===== src/rtl/instr_fetch_if.sv =====
// Fetch-unit bus bundle: memory read port plus the instruction stream toward the decoder.
// master = fetch unit, slave = memory and consumer side.
interface instr_fetch_if #(
    parameter int unsigned ADDR_W = 16,
    parameter int unsigned DATA_W = 16
);
    logic              mem_req;
    logic [ADDR_W-1:0] mem_addr;
    logic              mem_ack;
    logic [DATA_W-1:0] mem_rdata;
    logic [DATA_W-1:0] instr;
    logic [ADDR_W-1:0] instr_pc;
    logic              instr_valid;
    logic              instr_ready;

    modport master (
        output mem_req,
        output mem_addr,
        input  mem_ack,
        input  mem_rdata,
        output instr,
        output instr_pc,
        output instr_valid,
        input  instr_ready
    );

    modport slave (
        input  mem_req,
        input  mem_addr,
        output mem_ack,
        output mem_rdata,
        input  instr,
        input  instr_pc,
        input  instr_valid,
        output instr_ready
    );
endinterface


===== src/rtl/instr_fetch.sv =====
// Instruction fetch unit: sequential PC, redirect flush, small shift-on-pop instruction FIFO.
// FETCH_PREFETCH_EN defined -> two-entry FIFO (one fetch per cycle); undefined -> one entry.
module instr_fetch #(
    parameter int unsigned ADDR_W = 16,
    parameter int unsigned DATA_W = 16
) (
    input  logic              CLK,
    input  logic              reset,
    input  logic [ADDR_W-1:0] pc_reset_address,
    input  logic              redirect,
    input  logic [ADDR_W-1:0] redirect_addr,
    instr_fetch_if.master     bus,
    output logic [ADDR_W-1:0] pc
);

`ifdef FETCH_PREFETCH_EN
    localparam int unsigned DEPTH = 2;
`else
    localparam int unsigned DEPTH = 1;
`endif
    localparam int unsigned CNT_W = 2;

    logic [CNT_W-1:0]  count;
    logic [DATA_W-1:0] buf_data [DEPTH];
    logic [ADDR_W-1:0] buf_pc   [DEPTH];
    logic [DATA_W-1:0] nxt_data [DEPTH];
    logic [ADDR_W-1:0] nxt_pc   [DEPTH];

    logic              fetch_fire_c;
    logic              pop_c;
    logic [CNT_W-1:0]  wr_idx_c;

    // Reset gates the handshakes combinationally so nothing leaks out mid-reset.
    assign bus.mem_req     = (count < CNT_W'(DEPTH)) && !reset;
    assign bus.mem_addr    = pc;
    assign bus.instr_valid = (count != '0) && !reset;
    assign bus.instr       = buf_data[0];
    assign bus.instr_pc    = buf_pc[0];

    assign fetch_fire_c = bus.mem_req && bus.mem_ack;
    assign pop_c        = bus.instr_valid && bus.instr_ready;
    assign wr_idx_c     = count - CNT_W'(pop_c);

    // Next FIFO contents: shift toward the head on pop, then write the new word behind the survivors.
    always_comb begin
        nxt_data = buf_data;
        nxt_pc   = buf_pc;
        if (pop_c) begin
            for (int unsigned i = 1; i < DEPTH; i++) begin
                nxt_data[i-1] = buf_data[i];
                nxt_pc[i-1]   = buf_pc[i];
            end
        end
        if (fetch_fire_c) begin
            for (int unsigned i = 0; i < DEPTH; i++) begin
                if (CNT_W'(i) == wr_idx_c) begin
                    nxt_data[i] = bus.mem_rdata;
                    nxt_pc[i]   = pc;
                end
            end
        end
    end

    // Priority: reset, then redirect (drops same-cycle ack and pop), then normal fetch/consume.
    always_ff @(posedge CLK) begin
        if (reset) begin
            pc    <= pc_reset_address;
            count <= '0;
            for (int unsigned i = 0; i < DEPTH; i++) begin
                buf_data[i] <= '0;
                buf_pc[i]   <= '0;
            end
        end else if (redirect) begin
            pc    <= redirect_addr;
            count <= '0;
        end else begin
            if (fetch_fire_c) begin
                pc <= pc + ADDR_W'(1);
            end
            count    <= count + CNT_W'(fetch_fire_c) - CNT_W'(pop_c);
            buf_data <= nxt_data;
            buf_pc   <= nxt_pc;
        end
    end

endmodule


===== src/flat_wrapper.sv =====
// flat-port wrapper written by rule: the top's interface ports become plain ports
module instr_fetch_flat 
#(
    parameter int unsigned ADDR_W = 16,
    parameter int unsigned DATA_W = 16
)
  (CLK, reset, pc_reset_address, redirect, redirect_addr, pc, bus_mem_req, bus_mem_addr, bus_mem_ack, bus_mem_rdata, bus_instr, bus_instr_pc, bus_instr_valid, bus_instr_ready);
  instr_fetch_if #(.ADDR_W(ADDR_W), .DATA_W(DATA_W)) bus_i ();
  input  logic CLK;
  input  logic reset;
  input  logic [ADDR_W-1:0] pc_reset_address;
  input  logic redirect;
  input  logic [ADDR_W-1:0] redirect_addr;
  output logic [ADDR_W-1:0] pc;
  output wire logic [$bits(bus_i.mem_req)-1:0] bus_mem_req;
  output wire logic [$bits(bus_i.mem_addr)-1:0] bus_mem_addr;
  input wire logic [$bits(bus_i.mem_ack)-1:0] bus_mem_ack;
  input wire logic [$bits(bus_i.mem_rdata)-1:0] bus_mem_rdata;
  output wire logic [$bits(bus_i.instr)-1:0] bus_instr;
  output wire logic [$bits(bus_i.instr_pc)-1:0] bus_instr_pc;
  output wire logic [$bits(bus_i.instr_valid)-1:0] bus_instr_valid;
  input wire logic [$bits(bus_i.instr_ready)-1:0] bus_instr_ready;
  assign bus_mem_req = bus_i.mem_req;
  assign bus_mem_addr = bus_i.mem_addr;
  assign bus_i.mem_ack = bus_mem_ack;
  assign bus_i.mem_rdata = bus_mem_rdata;
  assign bus_instr = bus_i.instr;
  assign bus_instr_pc = bus_i.instr_pc;
  assign bus_instr_valid = bus_i.instr_valid;
  assign bus_i.instr_ready = bus_instr_ready;
  instr_fetch #(.ADDR_W(ADDR_W), .DATA_W(DATA_W)) u_core (.CLK(CLK), .reset(reset), .pc_reset_address(pc_reset_address), .redirect(redirect), .redirect_addr(redirect_addr), .bus(bus_i), .pc(pc));
endmodule

===== config.mk =====
export PLATFORM = sky130hd
export DESIGN_NAME = instr_fetch_flat
export DESIGN_NICKNAME = d
export VERILOG_FILES = /design/src/rtl/instr_fetch_if.sv /design/src/rtl/instr_fetch.sv /design/src/flat_wrapper.sv
export SDC_FILE = /design/constraint.sdc
export NUM_CORES = 1
export LEC_CHECK = 0
export CAP_MARGIN = 20
export CORE_ASPECT_RATIO = 2
export CORE_UTILIZATION = 36
export CTS_BUF_LIST = sky130_fd_sc_hd__clkbuf_16
export CTS_CLUSTER_SIZE = 28
export DETAILED_ROUTE_END_ITERATION = 10
export HOLD_SLACK_MARGIN = 0.06
export PLACE_DENSITY = 0.76
export SLEW_MARGIN = 20
export SYNTH_ARGS = -nofsm -noshare
export SYNTH_HDL_FRONTEND = slang
export SYNTH_SLANG_ARGS = --single-unit

===== constraint.sdc =====
create_clock -name CLK -period 1.5 [get_ports CLK]
set_input_delay 0.225 -clock CLK [delete_from_list [all_inputs] [get_ports CLK]]
set_output_delay 0.225 -clock CLK [all_outputs]
set_load 0.05 [all_outputs]

## Word-level counts from Yosys, hierarchy flattened

Index checks and enable logic that the tools add are counted.

- Register bits: 50
- Input bits: 53
- Memories: 0
- Bits in writable memories: 0
- Bits in latches: 0
- ROM bits: 0
- Word-level logic and storage cells: 23
- Output and inout bits: 66

- Multiplexer cells: 3
- Bitwise logic cells: 1
- Equality and inequality tests: 0
- Magnitude comparators: 1
- Shift-type cells: 0
- Multiply operators: 0
- $add $sub $neg: 4
- Div/mod/pow operators: 0
- Reductions and logical operators: 10

Operator list:

| operator | number |
|---|---|
| $mux W16 | 3 |
| $add A16 B1 Y16 const B | 1 |
| $logic_and A1 B1 Y1 | 4 |
| $sub A2 B1 Y2 | 2 |
| $reduce_and A3 Y1 | 1 |
| $reduce_bool A3 Y1 | 1 |
| $add A2 B1 Y2 | 1 |
| $logic_not A2 Y1 | 1 |
| $lt A2 B1 Y1 const B | 1 |
| $reduce_bool A2 Y1 | 1 |
| $reduce_or A2 Y1 | 1 |
| $logic_not A1 Y1 | 1 |
| $not A1 Y1 | 1 |

## Logic depth before layout (Yosys ltp)

Gate-level depths: netlist (run 1).

- Word-level depth: 6
- Mapped depth: 7
- Depth with buffers taken out: 7

## Worst setup path before layout (run 1)

Ideal clock, no wire load.

- Path kind: flip-flop to flip-flop
- From: register u_core.count[0]
- To: register u_core.pc[0], in the netlist u_core.bus.mem_addr[0] (enable)
- Period minus slack after synthesis: 2.010 ns
- Arrival time: 1.638 ns
- Setup time: 0.372 ns
- Path buffers: 0
- Setup slack: -0.510 ns
- Data required time: 1.128 ns
- Cell stages (with the launch flop): 4
- Cells stage by stage: dfxtp_1 nor3_2 nand2_1 nand2_1

- Longest elaborated chain between the ends: 4

Ends and longest elaborated chain:

| what | RTL line | text |
|---|---|---|
| start, declared | instr_fetch.sv:23 | `logic [CNT_W-1:0] count;` |
| start signal, assigned | instr_fetch.sv:80 | `count <= count + CNT_W'(fetch_fire_c) - CNT_W'(pop_c);` |
| $lt A2 B1 Y1 | instr_fetch.sv:34 | `assign bus.mem_req = (count < CNT_W'(DEPTH)) && !reset;` |
| $logic_and A1 B1 Y1 | instr_fetch.sv:34 |  |
| via bus_mem_req | flat_wrapper.sv:15 | `output wire logic [$bits(bus_i.mem_req)-1:0] bus_mem_req;` |
| $logic_and A1 B1 Y1 | instr_fetch.sv:40 | `assign fetch_fire_c = bus.mem_req && bus.mem_ack;` |
| $reduce_bool A3 Y1 (no line) | - |  |
| end signal, assigned | instr_fetch.sv:67 | `pc <= pc_reset_address;` |
| end signal, assigned | instr_fetch.sv:74 | `pc <= redirect_addr;` |
| end signal, assigned | instr_fetch.sv:78 | `pc <= pc + ADDR_W'(1);` |
| end, declared | instr_fetch.sv:13 | `output logic [ADDR_W-1:0] pc` |

The timed path passes the listed nets, and every way through them passes these cells.
A chain may end at the register's enable or synchronous reset.

## Worst setup path after layout (run 1)

- From: register u_core.pc[1], in the netlist u_core.bus.mem_addr[1]
- To: register u_core.pc[9], in the netlist u_core.bus.mem_addr[9] (data pin)

- Longest elaborated chain between the ends: 4

Ends and longest elaborated chain:

| what | RTL line | text |
|---|---|---|
| $add A16 B1 Y16 | instr_fetch.sv:78 |  |
| $mux W16 | instr_fetch.sv:77 | `if (fetch_fire_c) begin` |
| $mux W16 | instr_fetch.sv:73 | `end else if (redirect) begin` |
| $mux W16 | instr_fetch.sv:66 | `if (reset) begin` |

No other way between the ends. The select of a mux whose other input is x is not followed.

==> results of run 1 <==
==> worst max-delay path: stages (launching register included) <==
cell and delay (ns):
sky130_fd_sc_hd__edfxtp_1 0.47, sky130_fd_sc_hd__and4_4 0.27, sky130_fd_sc_hd__buf_4 0.12, sky130_fd_sc_hd__nand3_2 0.09, sky130_fd_sc_hd__xnor2_2 0.16, sky130_fd_sc_hd__mux2i_1 0.13
sky130_fd_sc_hd__o21ai_1 0.07
==> cells in the final DEF, fill, tap and decap left out, types with 2 or more instances in the layout <==
cell / netlist / routed
sky130_fd_sc_hd__clkbuf_16: 0 / 6
sky130_fd_sc_hd__o21ai_1: 0 / 8
sky130_fd_sc_hd__and4_4: 0 / 2
sky130_fd_sc_hd__o22ai_1: 4 / 4
sky130_fd_sc_hd__nand3_2: 0 / 2
sky130_fd_sc_hd__xnor2_1: 8 / 6
sky130_fd_sc_hd__buf_4: 18 / 64
sky130_fd_sc_hd__inv_1: 3 / 4
sky130_fd_sc_hd__nand3_1: 5 / 3
sky130_fd_sc_hd__dfxtp_1: 34 / 33
sky130_fd_sc_hd__xor2_1: 8 / 8
sky130_fd_sc_hd__and3_2: 2 / 2
sky130_fd_sc_hd__o21ai_0: 12 / 4
sky130_fd_sc_hd__buf_12: 0 / 35
sky130_fd_sc_hd__nand4_1: 2 / 2
sky130_fd_sc_hd__clkdlybuf4s50_1: 0 / 51
sky130_fd_sc_hd__nor2_1: 11 / 7
sky130_fd_sc_hd__nand2_1: 82 / 80
sky130_fd_sc_hd__edfxtp_1: 16 / 16
sky130_fd_sc_hd__nor2_2: 0 / 3
sky130_fd_sc_hd__mux2i_1: 3 / 3
sky130_fd_sc_hd__xnor2_2: 0 / 2
sky130_fd_sc_hd__a21oi_1: 39 / 39
sky130_fd_sc_hd__a22oi_1: 4 / 4
==> stage by stage <==
| step | power [mW] | hold slack, ns |
|---|---|---|
| after global routing | 4.51 | 0.468 |
| after global placement | 3.14 | 0.439 |
| after detailed placement | 3.15 | 0.445 |
| final | 4.36 | 0.450 |
| after CTS | 4.35 | 0.452 |
| after floorplan | 2.39 | 0.365 |
==> repair_timing <==
action,4_1_cts,5_1_grt
pin swaps,4,4
resized for setup,4,11
setup buffers,0,2
endpoints found under the setup margin,5,10
hold buffers,0,0
==> layout make-up <==
class                           instances  area share
Inverter                                3     0.00266
Clock buffer                            6      0.0354
Clock inverter                          2     0.00236
Multi-Input combinational cell        194       0.260
Sequential cell                        50       0.274
Tap cell                               86      0.0254
Timing Repair Buffer                  151       0.400
==> sequential cells by signal (all words and copies together) (netlist names) <==
name,flops
u_core.count,2
u_core.bus.mem_addr,16
u_core.bus.instr,16
u_core.bus.instr_pc,16
==> routing by layer <==
metal  routed length, um  part of all wire  vias to the layer above
met5                   0                 0                        -
met4                 131             0.018                        0
met3                 306             0.043                       12
met2                4330              0.60                       92
met1                2420              0.34                     1102
li1                    -                 -                     1172
==> cell families after synthesis <==
family | count (synthesis) | share of synthesized area
multiplexers | 4 | 0.0172
adder cells (fa/ha/maj) | 2 | 0.0104
AND/OR/NAND/NOR | 112 | 0.206
XOR/XNOR | 16 | 0.0584
AO/OA/AOI/OAI | 60 | 0.135
buffers and inverters | 35 | 0.0891
flip-flops | 50 | 0.484
==> how the worst min path moves through the flow <==
stage	startpoint	endpoint	slack, ns	depth (start not counted)
6_report	u_core.bus.instr_pc[14]$_SDFFE_PP0P_	u_core.bus.instr_pc[14]$_SDFFE_PP0P_	0.45	2
5_1_grt	reset	u_core.bus.instr[13]$_SDFFE_PP0P_	0.47	3
3_5_place_dp	u_core.bus.instr_pc[12]$_SDFFE_PP0P_	u_core.bus.instr_pc[12]$_SDFFE_PP0P_	0.45	2
3_3_place_gp	u_core.bus.instr[6]$_SDFFE_PP0P_	u_core.bus.instr[6]$_SDFFE_PP0P_	0.44	2
2_1_floorplan	bus_mem_rdata[0]	u_core.bus.instr[0]$_SDFFE_PP0P_	0.37	2
4_1_cts	u_core.bus.instr_pc[12]$_SDFFE_PP0P_	u_core.bus.instr_pc[12]$_SDFFE_PP0P_	0.45	2
==> power by group through the flow <==
stage                     logic [mW]  registers, mW  clock network [mW]
after CTS                       1.57           1.56                1.22
final                           1.59           1.56                1.20
after detailed placement        1.56           1.59                   0
after global placement          1.55           1.58                   0
after global routing            1.66           1.57                1.28
after floorplan                0.495           1.89                   0
==> flow_metrics.env, run 1 <==
export IMPL_run_status="complete, but fails checks"
export IMPL_failed_checks="negative setup slack"
export IMPL_synth_seq_area_share=0.484
export IMPL_dpl_cell_area_mm2=0.00402
export IMPL_leading_cell_types_by_count_after_synthesis="sky130_fd_sc_hd__nand2_1, sky130_fd_sc_hd__a21oi_1, sky130_fd_sc_hd__dfxtp_1"
export IMPL_synth_ff_latch_count=50
export IMPL_fillerInstances=531
export IMPL_power_internal_mw=2.95
export IMPL_rsz_0062_raised_after_global_routing="true"
export IMPL_initial_utilization=0.377
export IMPL_comb_power_share=0.365
export IMPL_worst_setup_path_startpoint="u_core.bus.mem_addr[1]$_DFFE_PP_"
export IMPL_gp_congestion=0.797
export IMPL_clockBufferDepth=2
export IMPL_layout_drive_gt1_share=0.320
export IMPL_grt_first_pass_wirelength_um=11100
export IMPL_routedWlPerCell_um=14.6
export IMPL_number_of_diodes_added_for_antenna_fixing=0
export IMPL_route_detailed_vias_per_inst=4.83
export IMPL_p_leak_nw=1.71
export IMPL_dominantRegCellSynth="sky130_fd_sc_hd__dfxtp_1"
export IMPL_timing_final_crit_period_ns=1.55
export IMPL_report_final_hold_viol_count=0
export IMPL_global_route_peak_usage_layer="met2"
export IMPL_endpoint_of_the_most_critical_setup_path="u_core.bus.mem_addr[9]$_DFFE_PP_"
export IMPL_dp_cells=482
export IMPL_final_setup_worst_slack_ns=-0.0512
export IMPL_design_final_nets=460
export IMPL_clk_latency_ns=0.28
export IMPL_detailedPlace_worstSlack_ns=-0.141
export IMPL_timing_fmax_mhz=645
export IMPL_regArea_mm2=0.00116
export IMPL_yosys_cell_count_top_type="sky130_fd_sc_hd__nand2_1"
export IMPL_async_reset_ff_frac=0
export IMPL_design_core_area_mm2=0.00636
export IMPL_fp_dieW_um=59.7
export IMPL_rr_startpoint="u_core.bus.mem_addr[1]$_DFFE_PP_"
export IMPL_worst_r2r_endpoint="u_core.bus.mem_addr[9]$_DFFE_PP_"
export IMPL_inserted_clock_buffers=5
export IMPL_synth_edf_count=16
export IMPL_root_buffer="sky130_fd_sc_hd__clkbuf_16"
export IMPL_netlist_top_cells_area="sky130_fd_sc_hd__dfxtp_1, sky130_fd_sc_hd__edfxtp_1, sky130_fd_sc_hd__nand2_1, sky130_fd_sc_hd__a21oi_1, sky130_fd_sc_hd__buf_4"
export IMPL_fin_tns_setup_ns=-0.0871
export IMPL_drt_drc_violations_left=0
export IMPL_final_core_util=0.667
export IMPL_grtUsageMet3=0.0330
export IMPL_synthDistinctLibCells=29
export IMPL_die_area_mm2=0.00702
export IMPL_critPathArrivalTime_ns=1.59
export IMPL_proportion_of_netlist_area_held_by_the_largest_area_contributor=0.283
export IMPL_gr_total_overflow=0
export IMPL_synthToLayoutAreaGrowth_pct=76.6
export IMPL_maxSlewViolCount=0
export IMPL_share_clk_of_total_power=0.276
export IMPL_regToRegSetupSlack_ns=-0.05
export IMPL_netlist_area_mm2=0.00240
export IMPL_top_level_ports=119
export IMPL_timing_max_cap_violations=0
export IMPL_detailedRoute_firstPassIterationCount=4
export IMPL_routed_via_count=2378
export IMPL_hold_path_class="flip-flop to flip-flop"
export IMPL_detail_route_iter0_violations=69
export IMPL_grt_met1_usage=0.208
export IMPL_final_cell_area_mm2=0.00424
export IMPL_critical_path_startpoint_type="flip-flop"
export IMPL_timing_slew_headroom=0.787
export IMPL_numClockSinks=50
export IMPL_die_height_um=117
export IMPL_worst_endpoint_required_ns=1.54
export IMPL_worstRegToRegCells=6
export IMPL_via_count_of_the_first_global_routing_pass=2319
export IMPL_tightestPinTransition_ns=0.320
export IMPL_route_final_wire_length_um=7190
export IMPL_report_final_setup_viol=4
export IMPL_worst_path_max_fanout=4
export IMPL_numPortBuffers=118
export IMPL_instances_no_fill=492
export IMPL_yosysTopAreaCell="sky130_fd_sc_hd__dfxtp_1"
export IMPL_power_switching_fraction=0.323
export IMPL_cts_tree="yes"
export IMPL_grt_start_max_net_pins=33
export IMPL_power_switching_mw=1.41
export IMPL_syn_avg_cell_area_um2=8.61
export IMPL_synth_yosys_warnings=0
export IMPL_number_of_antenna_violations_at_the_first_check_in_global_routing=0
export IMPL_mapped_nets=334
export IMPL_drtAntennaViolNets=0
export IMPL_timing_critical_path_to_type="flip-flop"
export IMPL_p_seq_frac=0.359
export IMPL_max_ir_drop_vdd_v=0.000641
export IMPL_power_density_cell_area_mw_per_mm2=1030
export IMPL_level_count_of_the_clock_h_tree=2
export IMPL_syn_inst=279
export IMPL_clk_pin_slew_worst_paths_ns=0.07
export IMPL_worst_clock_skew_ns=0.00284
export IMPL_multiInputGateArea_mm2=0.00110
export IMPL_timing_setup_critical_path_class="flip-flop to flip-flop"
export IMPL_met2_usage=0.405
export IMPL_timing_final_crit_share=1.03
export IMPL_num_rows=41
export IMPL_dp_hpwl_um=5480
export IMPL_grt_usage=0.209
(Power assumes the default switching activity.)
==> run 2: changes to the inputs <==
--- a/config.mk
+++ b/config.mk
@@ -5,9 +5,10 @@
 export SDC_FILE = /design/constraint.sdc
 export NUM_CORES = 1
 export LEC_CHECK = 0
+export ABC_AREA = 1
 export CAP_MARGIN = 20
 export CORE_ASPECT_RATIO = 2
-export CORE_UTILIZATION = 36
+export CORE_UTILIZATION = 37
 export CTS_BUF_LIST = sky130_fd_sc_hd__clkbuf_16
 export CTS_CLUSTER_SIZE = 28
 export DETAILED_ROUTE_END_ITERATION = 10
==> run 2 against run 1 <==
Effect of this change:
- the flow still finishes with violations (negative setup slack)
- worst hold slack improved by 0.069 ns
- register-to-register slack barely moved
- worst setup slack improved by 0.014 ns
- sequential cell count did not move
- largest power group unchanged
- highest routed layer unchanged
==> flow_metrics.env, run 2 <==
export IMPL_grt_usage=0.236
export IMPL_synth_ff_latch_count=50
export IMPL_async_reset_ff_frac=0
export IMPL_synthDistinctLibCells=25
export IMPL_worst_path_max_fanout=3
export IMPL_number_of_antenna_violations_at_the_first_check_in_global_routing=0
export IMPL_critical_path_cell_with_the_highest_stage_delay="sky130_fd_sc_hd__edfxtp_1"
export IMPL_route_detailed_vias_per_inst=5.14
export IMPL_final_setup_worst_slack_ns=-0.0368
export IMPL_fillerInstances=504
export IMPL_synth_seq_area_share=0.450
export IMPL_detail_route_iter0_violations=159
export IMPL_gr_total_overflow=0
export IMPL_regToRegSetupSlack_ns=-0.04
export IMPL_syn_inst=347
export IMPL_ctsHoldBuffers=0
export IMPL_report_final_setup_viol=4
export IMPL_dominantRegCellSynth="sky130_fd_sc_hd__dfxtp_1"
export IMPL_yosysTopAreaCell="sky130_fd_sc_hd__dfxtp_1"
export IMPL_layout_cells_most_common_list="sky130_fd_sc_hd__buf_4, sky130_fd_sc_hd__nand2_1, sky130_fd_sc_hd__clkdlybuf4s50_1"
export IMPL_yosys_cell_count_top_type="sky130_fd_sc_hd__nand2_1"
export IMPL_crit_path_frequent_cell="sky130_fd_sc_hd__nand2_1"
export IMPL_drtAntennaViolNets=0
export IMPL_critPathArrivalTime_ns=1.59
export IMPL_hold_path_class="flip-flop to flip-flop"
export IMPL_routedWlPerCell_um=15.1
export IMPL_timing_final_crit_share=1.02
export IMPL_cts_tree="yes"
export IMPL_timing_fmax_mhz=651
export IMPL_design_core_area_mm2=0.00667
export IMPL_num_rows=42
export IMPL_number_of_diodes_added_for_antenna_fixing=0
export IMPL_timing_final_crit_period_ns=1.54
export IMPL_timing_critical_path_to_type="flip-flop"
export IMPL_mapped_nets=402
export IMPL_clk_pin_slew_worst_paths_ns=0.07
export IMPL_fin_tns_setup_ns=-0.0685
export IMPL_root_buffer="sky130_fd_sc_hd__clkbuf_16"
export IMPL_holdPathEnd="u_core.bus.instr_pc[6]$_SDFFE_PP0P_"
export IMPL_syn_avg_cell_area_um2=7.44
export IMPL_dp_hpwl_um=6380
export IMPL_initial_utilization=0.387
export IMPL_worst_endpoint_required_ns=1.55
export IMPL_die_height_um=120
export IMPL_die_area_mm2=0.00733
export IMPL_netlist_top_cells_area="sky130_fd_sc_hd__dfxtp_1, sky130_fd_sc_hd__edfxtp_1, sky130_fd_sc_hd__nand2_1, sky130_fd_sc_hd__nor2_1, sky130_fd_sc_hd__a21oi_1"
export IMPL_numPortBuffers=118
export IMPL_worst_r2r_endpoint="u_core.bus.mem_addr[11]$_DFFE_PP_"
export IMPL_instances_no_fill=575
export IMPL_max_ir_drop_vdd_v=0.000680
export IMPL_p_leak_nw=2.08
export IMPL_worstRegToRegCells=9
export IMPL_holdCritStartpoint="u_core.bus.instr_pc[6]$_SDFFE_PP0P_"
export IMPL_grt_start_max_net_pins=29
export IMPL_inserted_clock_buffers=5
export IMPL_mostFrequentLayoutCell="sky130_fd_sc_hd__buf_4"
export IMPL_report_final_hold_viol_count=0
export IMPL_timing_setup_critical_path_class="flip-flop to flip-flop"
export IMPL_fp_dieW_um=61.1
export IMPL_design_final_nets=541
export IMPL_netlist_area_mm2=0.00258
export IMPL_crit_path_cell_trace="buf_6 -> nand2_1 -> nor2_2 -> buf_6 -> nand3_1 -> nand2_1 -> nand3_2 -> nand2_1 -> nand2_1"
export IMPL_maxSlewViolCount=0
export IMPL_dp_cells=560
export IMPL_run_status="complete, but fails checks"
export IMPL_rsz_0062_raised_after_global_routing="true"
export IMPL_synth_edf_count=16
export IMPL_leading_cell_types_by_count_after_synthesis="sky130_fd_sc_hd__nand2_1, sky130_fd_sc_hd__nor2_1, sky130_fd_sc_hd__dfxtp_1"
export IMPL_detailedRoute_firstPassIterationCount=5
export IMPL_clk_latency_ns=0.29
export IMPL_worst_clock_skew_ns=0.00331
export IMPL_numClockSinks=50
export IMPL_failed_checks="negative setup slack"
export IMPL_gp_congestion=0.868
export IMPL_drt_drc_violations_left=0
export IMPL_tightestPinTransition_ns=0.332
export IMPL_timing_max_cap_violations=0
export IMPL_proportion_of_netlist_area_held_by_the_largest_area_contributor=0.264
export IMPL_multiInputGateArea_mm2=0.00131
export IMPL_level_count_of_the_clock_h_tree=2
export IMPL_synthToLayoutAreaGrowth_pct=81.8
export IMPL_rr_startpoint="u_core.bus.mem_addr[1]$_DFFE_PP_"
export IMPL_route_final_wire_length_um=8660
export IMPL_critPathMaxStageDelay_ns=0.44
export IMPL_timing_slew_headroom=0.779
export IMPL_power_density_cell_area_mw_per_mm2=981
export IMPL_routed_via_count=2954
export IMPL_layout_drive_gt1_share=0.322
export IMPL_via_count_of_the_first_global_routing_pass=2804
export IMPL_clockBufferDepth=2
export IMPL_top_level_ports=119
export IMPL_min_delay_path_depth=2
export IMPL_grt_first_pass_wirelength_um=13000
export IMPL_critical_path_startpoint_type="flip-flop"
export IMPL_synth_yosys_warnings=0
export IMPL_regArea_mm2=0.00116
export IMPL_hold_worst_slack_ns=0.519
-- run 2: changes by cell type after synthesis, moves of 4 or more --
cell	delta
sky130_fd_sc_hd__a21oi_1	-9
sky130_fd_sc_hd__a22oi_1	-4
sky130_fd_sc_hd__inv_1	+18
sky130_fd_sc_hd__nand2_1	-14
sky130_fd_sc_hd__nand3_1	+15
sky130_fd_sc_hd__nand4_1	+4
sky130_fd_sc_hd__nor2_1	+37
sky130_fd_sc_hd__nor3_1	+22
sky130_fd_sc_hd__o21ai_0	+16
sky130_fd_sc_hd__o21ai_1	+9
sky130_fd_sc_hd__o22ai_1	-4
sky130_fd_sc_hd__xnor2_1	-8
sky130_fd_sc_hd__xor2_1	-6
-- run 2: worst max path at each step --
stage | startpoint | to | slack, ns | cells after the start
floorplan | u_core.bus.mem_addr[1]$_DFFE_PP_ | u_core.bus.mem_addr[12]$_DFFE_PP_ | -0.32 | 8
global placement | reset | u_core.count[1]$_SDFF_PP0_ | -0.21 | 9
detailed placement | reset | u_core.count[1]$_SDFF_PP0_ | -0.32 | 9
CTS | u_core.bus.mem_addr[0]$_DFFE_PP_ | u_core.bus.mem_addr[12]$_DFFE_PP_ | -0.02 | 8
global route | u_core.bus.mem_addr[1]$_DFFE_PP_ | u_core.bus.mem_addr[11]$_DFFE_PP_ | -0.10 | 9
finish | u_core.bus.mem_addr[1]$_DFFE_PP_ | u_core.bus.mem_addr[11]$_DFFE_PP_ | -0.04 | 9
-- run 2: power breakdown --
group | internal, mW | switching [mW] | total, mW | leakage, nW
Combinational | 0.822 | 1.03 | 1.85 | 1.56
Clock | 0.636 | 0.524 | 1.16 | 0.0759
Sequential | 1.51 | 0.0862 | 1.59 | 0.442
Total | 2.96 | 1.64 | 4.61 | 2.08
-- run 2: final cells by class --
class | instances | area share
clock buffers | 5 | 0.0267
clock inverters | 3 | 0.00613
inverters | 23 | 0.0189
multi-input cells | 242 | 0.278
flip-flops and latches | 50 | 0.248
well taps | 88 | 0.0235
repair buffers | 164 | 0.399
-- run 2: cell families after synthesis --
family | Yosys count | share of synthesized area
AOI/OAI and AO/OA | 68 | 0.133
xor gates and xnor gates | 2 | 0.00679
adders and majority gates | 2 | 0.00969
buffers and inverters | 56 | 0.113
DFF | 50 | 0.450
and+or+nand+nor | 169 | 0.288
-- run 2: per-stage QoR --
step	instance area [um^2]	worst slack, ns	power (mW)	utilization
2_1_floorplan	2710	-0.316	2.54	-
3_3_place_gp	4390	-0.214	3.35	0.658
3_5_place_dp	4390	-0.318	3.37	0.658
4_1_cts	4560	-0.0222	4.55	0.684
5_1_grt	4690	-0.104	4.77	0.703
6_report	4690	-0.0368	4.61	0.703
-- run 2: worst max-delay path: cells and delay by family, from the launching register on --
| kind | cells | cell delay [ns] |
|---|---|---|
| AND/OR/NAND/NOR | 7 | 0.59 |
| buffers and inverters | 2 | 0.27 |
| flip-flops | 1 | 0.44 |
-- run 2: repair_timing --
action / in CTS / in global routing
setup endpoints to repair: 5 / 9
pin swaps: 1 / 6
cloned: 1 / 0
gates resized for setup: 1 / 24
setup buffers: 2 / 4
-- run 2: routing by layer --
metal / vias to the layer above / global-route usage / share of wire
li1: 1420 / - / -
met1: 1357 / 0.237 / 0.32
met2: 149 / 0.446 / 0.57
met3: 28 / 0.0323 / 0.066
met4: 0 / 0.104 / 0.043
met5: - / 0 / 0
==> run 3: changes to the inputs <==
--- a/config.mk
+++ b/config.mk
@@ -10,7 +10,8 @@
 export CORE_ASPECT_RATIO = 2
 export CORE_UTILIZATION = 37
 export CTS_BUF_LIST = sky130_fd_sc_hd__clkbuf_16
-export CTS_CLUSTER_SIZE = 28
+export CTS_CLUSTER_DIAMETER = 80
+export CTS_CLUSTER_SIZE = 20
 export DETAILED_ROUTE_END_ITERATION = 10
 export HOLD_SLACK_MARGIN = 0.06
 export PLACE_DENSITY = 0.76
==> results of run 3 <==
Same layout as run 2: the final DEF is identical, and so are final timing and power.
